===== src/rtl/div_tick_ctrl.sv =====
// Programmable divided-clock controller: 50% duty div_out with a tick on every rise,
// start/stop sequencing, finite bursts and a valid/ready config port applied at period boundaries.
module div_tick_ctrl #(
  parameter int CNT_W        = 16,
  parameter int BURST_W      = 16,
  parameter int DEFAULT_HALF = 16
) (
  input  logic               clk,
  input  logic               reset,
  input  logic               cfg_valid,
  output logic               cfg_ready,
  input  logic [CNT_W-1:0]   cfg_half,
  input  logic [BURST_W-1:0] cfg_burst,
  input  logic               start,
  input  logic               stop,
  output logic               div_out,
  output logic               tick,
  output logic               busy,
  output logic               done,
  output logic [BURST_W-1:0] period_cnt
);

  typedef enum logic {IDLE = 1'b0, RUN = 1'b1} state_t;

  // Config handshake: a transfer happens on any edge where cfg_valid && cfg_ready.
  // cfg_ready is low only while a captured config waits for the next boundary.
  state_t             state_q, state_d;
  logic [CNT_W-1:0]   q_q, q_d;
  logic               div_q, div_d;
  logic               tick_q, tick_d;
  logic               done_q, done_d;
  logic [BURST_W-1:0] period_q, period_d;
  logic [CNT_W-1:0]   half_q, half_d;
  logic [BURST_W-1:0] burst_q, burst_d;
  logic               pend_v_q, pend_v_d;
  logic [CNT_W-1:0]   pend_half_q, pend_half_d;
  logic [BURST_W-1:0] pend_burst_q, pend_burst_d;
  logic               stop_q, stop_d;

  logic               cfg_xfer;
  logic [CNT_W-1:0]   h_last;
  logic               last;
  logic               end_run;
  logic [BURST_W-1:0] period_inc;

  assign cfg_ready  = ~pend_v_q;
  assign cfg_xfer   = cfg_valid & cfg_ready;
  // A programmed half-period of zero behaves as one.
  assign h_last     = (half_q == '0) ? '0 : half_q - CNT_W'(1);
  assign last       = (q_q == h_last);
  assign period_inc = period_q + BURST_W'(1);

  always_comb begin
    state_d      = state_q;
    q_d          = q_q;
    div_d        = div_q;
    tick_d       = 1'b0;
    done_d       = 1'b0;
    period_d     = period_q;
    half_d       = half_q;
    burst_d      = burst_q;
    pend_v_d     = pend_v_q;
    pend_half_d  = pend_half_q;
    pend_burst_d = pend_burst_q;
    stop_d       = stop_q;
    end_run      = 1'b0;

    case (state_q)
      IDLE: begin
        if (cfg_xfer) begin
          half_d  = cfg_half;
          burst_d = cfg_burst;
        end
        if (start && !stop) begin
          state_d  = RUN;
          q_d      = '0;
          div_d    = 1'b0;
          period_d = '0;
          stop_d   = 1'b0;
        end
      end
      RUN: begin
        if (stop) stop_d = 1'b1;
        if (cfg_xfer) begin
          pend_v_d     = 1'b1;
          pend_half_d  = cfg_half;
          pend_burst_d = cfg_burst;
        end
        if (stop_q && !div_q) begin
          end_run = 1'b1;
        end else if (last) begin
          q_d   = '0;
          div_d = ~div_q;
          if (!div_q) begin
            tick_d = 1'b1;
          end else if (pend_v_q) begin
            // Boundary that installs a pending config restarts the period count.
            half_d   = pend_half_q;
            burst_d  = pend_burst_q;
            pend_v_d = 1'b0;
            period_d = '0;
            end_run  = stop_q;
          end else begin
            period_d = period_inc;
            end_run  = stop_q || ((burst_q != '0) && (period_inc == burst_q));
          end
        end else begin
          q_d = q_q + CNT_W'(1);
        end

        if (end_run) begin
          state_d = IDLE;
          q_d     = '0;
          div_d   = 1'b0;
          tick_d  = 1'b0;
          done_d  = 1'b1;
          stop_d  = 1'b0;
          if (pend_v_q) begin
            half_d   = pend_half_q;
            burst_d  = pend_burst_q;
            pend_v_d = 1'b0;
            period_d = '0;
          end else if (cfg_xfer) begin
            half_d   = cfg_half;
            burst_d  = cfg_burst;
            pend_v_d = 1'b0;
          end
        end
      end
      default: state_d = IDLE;
    endcase
  end

  always_ff @(posedge clk) begin
    if (reset) begin
      state_q      <= IDLE;
      q_q          <= '0;
      div_q        <= 1'b0;
      tick_q       <= 1'b0;
      done_q       <= 1'b0;
      period_q     <= '0;
      half_q       <= CNT_W'(DEFAULT_HALF);
      burst_q      <= '0;
      pend_v_q     <= 1'b0;
      pend_half_q  <= '0;
      pend_burst_q <= '0;
      stop_q       <= 1'b0;
    end else begin
      state_q      <= state_d;
      q_q          <= q_d;
      div_q        <= div_d;
      tick_q       <= tick_d;
      done_q       <= done_d;
      period_q     <= period_d;
      half_q       <= half_d;
      burst_q      <= burst_d;
      pend_v_q     <= pend_v_d;
      pend_half_q  <= pend_half_d;
      pend_burst_q <= pend_burst_d;
      stop_q       <= stop_d;
    end
  end

  assign div_out    = div_q;
  assign tick       = tick_q;
  assign done       = done_q;
  assign busy       = (state_q == RUN);
  assign period_cnt = period_q;

endmodule


===== config.mk =====
export PLATFORM = sky130hd
export DESIGN_NAME = div_tick_ctrl
export DESIGN_NICKNAME = d
export VERILOG_FILES = /design/src/rtl/div_tick_ctrl.sv
export SDC_FILE = /design/constraint.sdc
export NUM_CORES = 1
export LEC_CHECK = 0
export CAP_MARGIN = 30
export CORE_MARGIN = 1
export CORE_UTILIZATION = 35
export CTS_CLUSTER_DIAMETER = 200
export DETAILED_ROUTE_END_ITERATION = 16
export GPL_ROUTABILITY_DRIVEN = 1
export PLACE_DENSITY = 0.52
export SLEW_MARGIN = 5
export SYNTH_ARGS = -nofsm -noshare
export SYNTH_HDL_FRONTEND = slang
export SYNTH_SLANG_ARGS = --single-unit

===== constraint.sdc =====
create_clock -name clk -period 4.2 [get_ports clk]
set_input_delay 0.42 -clock clk [delete_from_list [all_inputs] [get_ports clk]]
set_output_delay 0.42 -clock clk [all_outputs]
set_load 0.005 [all_outputs]

==> results of run 1 <==
[kinds of logic (layout without fill, tap and decap cells)]
logic type	count (synthesis)	count (layout)	share of synthesized area [%]
flops	102	102	27.7
compound gates	343	343	30.4
buf+inv	118	126	6.77
fa+ha+maj	3	3	0.509
mux	35	35	5.18
simple gates	337	337	23.6
xor+xnor	48	48	5.91
[state kept, by name, indices dropped and copies added, names as in the netlist, 16 cells and up]
name	cells
burst_q	16
half_q	16
period_cnt	16
pend_burst_q	16
q_q	16
pend_half_q	16
[placed cells by master (no fill, tap or decap), drive strengths merged, types with 7 or more instances in the layout]
master         instances
nand2                114
dfxtp                102
a21oi                 96
o21ai                 89
nor2                  59
clkdlybuf4s50         56
nand3                 43
a31oi                 36
buf                   32
mux2                  25
xor2                  24
xnor2                 23
inv                   23
o2bb2ai               23
a22o                  22
nand4                 20
nor3                  18
nor4                  18
and3                  13
mux2i                 10
clkbuf                10
o31ai                  9
o22ai                  8
a22oi                  8
and2                   7
or4                    7
[power by group through the flow]
stage / logic (mW) / clock network, mW / registers [mW]
2_1_floorplan: 0.481 / 0 / 1.07
3_3_place_gp: 0.644 / 0 / 1.12
3_5_place_dp: 0.643 / 0 / 1.12
4_1_cts: 0.645 / 0.933 / 1.10
5_1_grt: 0.712 / 0.969 / 1.11
6_report: 0.652 / 0.912 / 1.10
[metal layers]
layer	vias up	track usage (%)	wire length, um
met5	-	0	0
met2	263	36.0	11100
met4	0	4.33	219
met3	15	3.57	1540
li1	3666	-	-
met1	3677	33.1	11800
[worst max path at each step]
stage	startpoint	endpoint	slack, ps
after floorplan	half_q[0]	period_cnt[2]	700
after global placement	half_q[0]	half_q[10]	320
after detailed placement	half_q[0]	period_cnt[15]	320
after CTS	half_q[0]	period_cnt[15]	310
after global routing	half_q[0]	period_cnt[10]	40
final	half_q[0]	half_q[10]	300
[stage by stage]
stage	hold WS (ps)	power [mW]	setup slack (ps)	instance area [um2]	instances
after global placement	458	1.76	323	8140	1250
final	477	2.66	300	8440	1264
after CTS	477	2.67	313	8440	1264
after global routing	492	2.79	38.2	8440	1264
after floorplan	445	1.55	697	7370	986
after detailed placement	466	1.76	321	8140	1250
[area by class of cell]
class                           count  area (um2)  share of cell area [%]
Clock buffer                       10         229                    2.71
Clock inverter                      4        73.8                   0.874
Inverter                           24        90.1                    1.07
Multi-Input combinational cell    766        4860                    57.5
Sequential cell                   102        2040                    24.2
Tap cell                          270         338                    4.00
Timing Repair Buffer               88         811                    9.60
[tightest hold or removal path: stages, from the launching register on]
cell and delay [ps]:
dfxtp_1 330, nand2_1 60, a21oi_1 50
==> results_dict.tcl, run 1 <==
set metrics [dict create \
    syn_to_final_growth_pct 14.5 \
    hold_viol 0 \
    utilization_pct 41.3 \
    swShare_pct 32.3 \
    r2r-end "half_q[10]" \
    initial_utilization_pct 36.1 \
    fp.dieW_um 147 \
    cts_made_buffers 9 \
    first_pass_iters 5 \
    via_count 7621 \
    holdPathEnd "pend_half_q[6]" \
    worst_pin_slew_ps 931 \
    cp_max_fo 29 \
    finalCritPeriodShare_pct 92.9 \
    cts_tree "built" \
    nNetsFinal 1031 \
    cts_resized 0 \
    cts-root-buf "clkbuf_16" \
    grt_remaining_overflow 0 \
    fmax_mhz 256 \
    power_density_mw_per_mm2 315 \
    avgRoutedWirePerCell_um 19.5 \
    postRouteAntennaNets 0 \
    cts_max_level 3 \
    p_seq_share_pct 41.2 \
    coreArea_mm2 0.0204 \
    synthCells 986 \
    grt_pass1_vias 6979 \
    yosysWarnings 0 \
    max_cap_viol_count 0 \
    synth_edf_count 0 \
    yosys-top-cells-count "114 x nand2_1, 102 x dfxtp_1, 95 x a21oi_1" \
    hp-class "reg2reg" \
    cp-end-kind "flip-flop" \
    synth_ff_type "dfxtp_1" \
    ys_seq_area_share_pct 27.7 \
    path_cells "inv_1, ha_1, clkinv_1, or4_4, and3b_1, nor4_1, o2111a_1, and3b_1, buf_4, and3_1, o22ai_1, a21oi_1" \
    antenna_cells 0 \
    rows 52 \
    cp_top_family "simple AND/OR/NAND/NOR gates" \
    detailed_place_hpwl_um 16600 \
    arrival_ps 4180 \
    yosys.area.top_type_share_pct 27.7 \
    p_int_mw 1.80 \
    start_kind "flip-flop" \
    hp-start "pend_half_q[6]" \
    cpMostUsedCell "and3b_1" \
    setup_tns_ps 0 \
    avgSynthCellArea_um2 7.48 \
    grt_usage_pct 22.9 \
    synth_seq_cells 102 \
    synth_nets 1026 \
    grt_max_degree 55 \
    post-cts-setup-buffers 0 \
    vias_per_cell 6.03 \
    worst-path-stages 12 \
    worst-path-buf-inv 3 \
    critPathMaxStageDelay_ps 600 \
    clockBufferDepth 2 \
    yosysMostFrequentCell "nand2_1" \
    dr.first_iter.drc_count 608 \
    yosysTopAreaCell "dfxtp_1" \
    fill_cells 2148 \
    holdPathStages 2 \
    critPathSlowestCell "or4_4" \
    p_comb_share_pct 24.5 \
    die_area_mm2 0.0217 \
    ys_types 80 \
    yosys-top-cells-area "dfxtp_1 28%, a21oi_1 6.4%, nand2_1 5.8%" \
    die_h_um 147 \
    max_slew_margin_pct 37.5 \
    fin_crit_ps 3900 \
    timing.rr.start "half_q[0]" \
    crit_type "reg2reg" \
    ir_worst_vdd_mv 0.208 \
    port_buffers 57 \
    outcome "finished, final reports clean" \
    syn_area_mm2 0.00737 \
    routabilityCongestion 0.862 \
    ff2ff_setup_slack_ps 300 \
    p_switching_mw 0.861 \
    setup-violations-final 0 \
    wl_um 24700 \
    slew_violations 0 \
    async_flop_share_pct 0 \
    drive_gt1_share_pct 9.76 \
    ctsHoldBuffers 0 \
    rr_worst_depth 12 \
    path_clk_slew_ps 70 \
    fin_skew_ps 10.8 \
    clock_sinks 102 \
    antenna_found_initial 0 \
    clock_latency_ps 360 \
    ios 58 \
    p_leak_nw 2.78 \
    rsz0062_at_grt "no" \
    drc 0 \
    clock_power_share_pct 34.2 \
    grt_pass1_wl_um 39700 \
    required_ps 4480 \
]
Note: power is estimated with default switching activity, not from simulation.
==> run 2: changes to the inputs <==
--- a/config.mk
+++ b/config.mk
@@ -11,7 +11,7 @@
 export CTS_CLUSTER_DIAMETER = 200
 export DETAILED_ROUTE_END_ITERATION = 16
 export GPL_ROUTABILITY_DRIVEN = 1
-export PLACE_DENSITY = 0.52
+export PLACE_DENSITY_LB_ADDON = 0.2
 export SLEW_MARGIN = 5
 export SYNTH_ARGS = -nofsm -noshare
 export SYNTH_HDL_FRONTEND = slang
==> run 2 against run 1 <==
  * Fmax grew 4.4%
  * First-iteration DRC count increased by 4.6%
  * Count of clock-buffer cells in the layout unchanged
  * Critical path depth shrank 3
  * Clock skew is 4.9 ps higher
  * Clock power is 3.4% lower
  * Sequential share of layout area about the same
  * Via count fell by 1.0%
  * Core utilization fell by 0.055 points
  * Worst setup slack improved by 170 ps
  * Critical path type unchanged
==> results_dict.tcl, run 2 (synthesis gave the netlist of run 1 again) <==
set metrics [dict create \
    stdcell_area_mm2 0.00843 \
    grt_usage_pct 22.3 \
    setup_slack_ps 465 \
    fin_skew_ps 15.7 \
    crit_type "reg2reg" \
    worst_pin_slew_ps 650 \
    avgRoutedWirePerCell_um 18.9 \
    clock_power_share_pct 33.6 \
    place_ws_ps 521 \
    worst-path-buf-inv 0 \
    grt_remaining_overflow 0 \
    holdPathStages 2 \
    die_area_mm2 0.0217 \
    fmax_mhz 268 \
    coreArea_mm2 0.0204 \
    cts-root-buf "clkbuf_16" \
    swShare_pct 32.9 \
    rsz0062_at_grt "no" \
    p_total_mw 2.62 \
    path_cells "or4_1, or4_4, o21a_1, nor4_1, o2111a_1, and3b_1, a221oi_2, o21ai_2, nor2_1" \
    routabilityCongestion 0.902 \
    cp-end-kind "flip-flop" \
    cts_made_buffers 9 \
    cts_max_level 3 \
    slew_violations 0 \
    antenna_found_initial 0 \
    p_comb_share_pct 24.5 \
    grt_pass1_wl_um 38600 \
    antenna_cells 0 \
    rr_worst_depth 9 \
    max_cap_viol_count 0 \
    hold_viol 0 \
    p_leak_nw 2.77 \
    post-cts-setup-buffers 0 \
    cp_top_family "simple AND/OR/NAND/NOR gates" \
    p_switching_mw 0.862 \
    outcome "finished, final reports clean" \
    dp.cells 1249 \
    setup-violations-final 0 \
    via_count 7544 \
    rows 52 \
    fp.dieW_um 147 \
    setup_tns_ps 0 \
    drive_gt1_share_pct 9.86 \
    p_seq_share_pct 41.9 \
    instances_no_fill 1264 \
    nNetsFinal 1030 \
    detailed_place_hpwl_um 15700 \
    drc 0 \
    clock_latency_ps 360 \
    grt_pass1_vias 6978 \
    cts_resized 0 \
    clockBufferDepth 2 \
    fin_crit_ps 3740 \
    worst-path-stages 9 \
    wl_um 23900 \
    finalCritPeriodShare_pct 88.9 \
    ctsHoldBuffers 0 \
    max_slew_margin_pct 56.7 \
    required_ps 4410 \
    ios 58 \
    initial_utilization_pct 36.1 \
    start_kind "flip-flop" \
    hp-class "reg2reg" \
    port_buffers 57 \
    final_cell_mix "114 x nand2_1, 100 x dfxtp_1, 95 x a21oi_1" \
    ir_worst_vdd_mv 0.209 \
    clock_sinks 102 \
    cp_max_fo 14 \
    dr.first_iter.drc_count 636 \
    power_density_mw_per_mm2 311 \
    layout.cells.most_common "nand2_1" \
    arrival_ps 3950 \
    postRouteAntennaNets 0 \
    path_clk_slew_ps 80 \
    cts_tree "built" \
    critPathSlowestCell "or4_1" \
    critPathMaxStageDelay_ps 700 \
    syn_to_final_growth_pct 14.3 \
    die_h_um 147 \
    vias_per_cell 5.97 \
    first_pass_iters 5 \
    p_int_mw 1.76 \
    placed_area_mm2 0.00813 \
    grt_max_degree 55 \
]
[run 2: final timing paths]
| kind | startpoint | end | slack [ps] |
|---|---|---|---|
| worst min-delay path | pend_burst_q[7] | pend_burst_q[7] | 470 |
| worst max-delay path | half_q[3] | q_q[15] | 460 |
| worst max register to register | half_q[3] | q_q[15] | 460 |
| worst min register to register | pend_burst_q[7] | pend_burst_q[7] | 470 |
[run 2: metal layers]
metal,wire (um),track usage [%],vias to the layer above
li1,-,-,3681
met1,11600,31.9,3593
met5,0,0,-
met2,10400,34.2,238
met4,527,7.73,0
met3,1330,2.67,32
[run 2: cell type report]
type / instances / area, um2
Fill cell: 2153 / 12000
Clock inverter: 5 / 60.1
Timing Repair Buffer: 87 / 803
Sequential cell: 102 / 2040
Inverter: 24 / 90.1
Clock buffer: 10 / 239
Multi-Input combinational cell: 766 / 4860
Tap cell: 270 / 338
[run 2: per-stage QoR]
step	util (%)	hold WS, ps
detailed placement	39.8	461
CTS	41.3	471
finish	41.3	468
floorplan	-	445
global route	41.3	493
global placement	39.8	458
[run 2: power groups by stage]
stage	logic [mW]	registers (mW)	clock network (mW)
3_3_place_gp	0.633	1.12	0
2_1_floorplan	0.481	1.07	0
4_1_cts	0.637	1.09	0.890
3_5_place_dp	0.633	1.12	0
5_1_grt	0.703	1.10	0.923
6_report	0.641	1.10	0.881
[run 2: worst reg2reg max path: cells and delay by family, from the launching register on]
kind / cells / cell delay [ps]
simple gates: 5 / 2070
compound gates: 4 / 1110
flops: 1 / 430
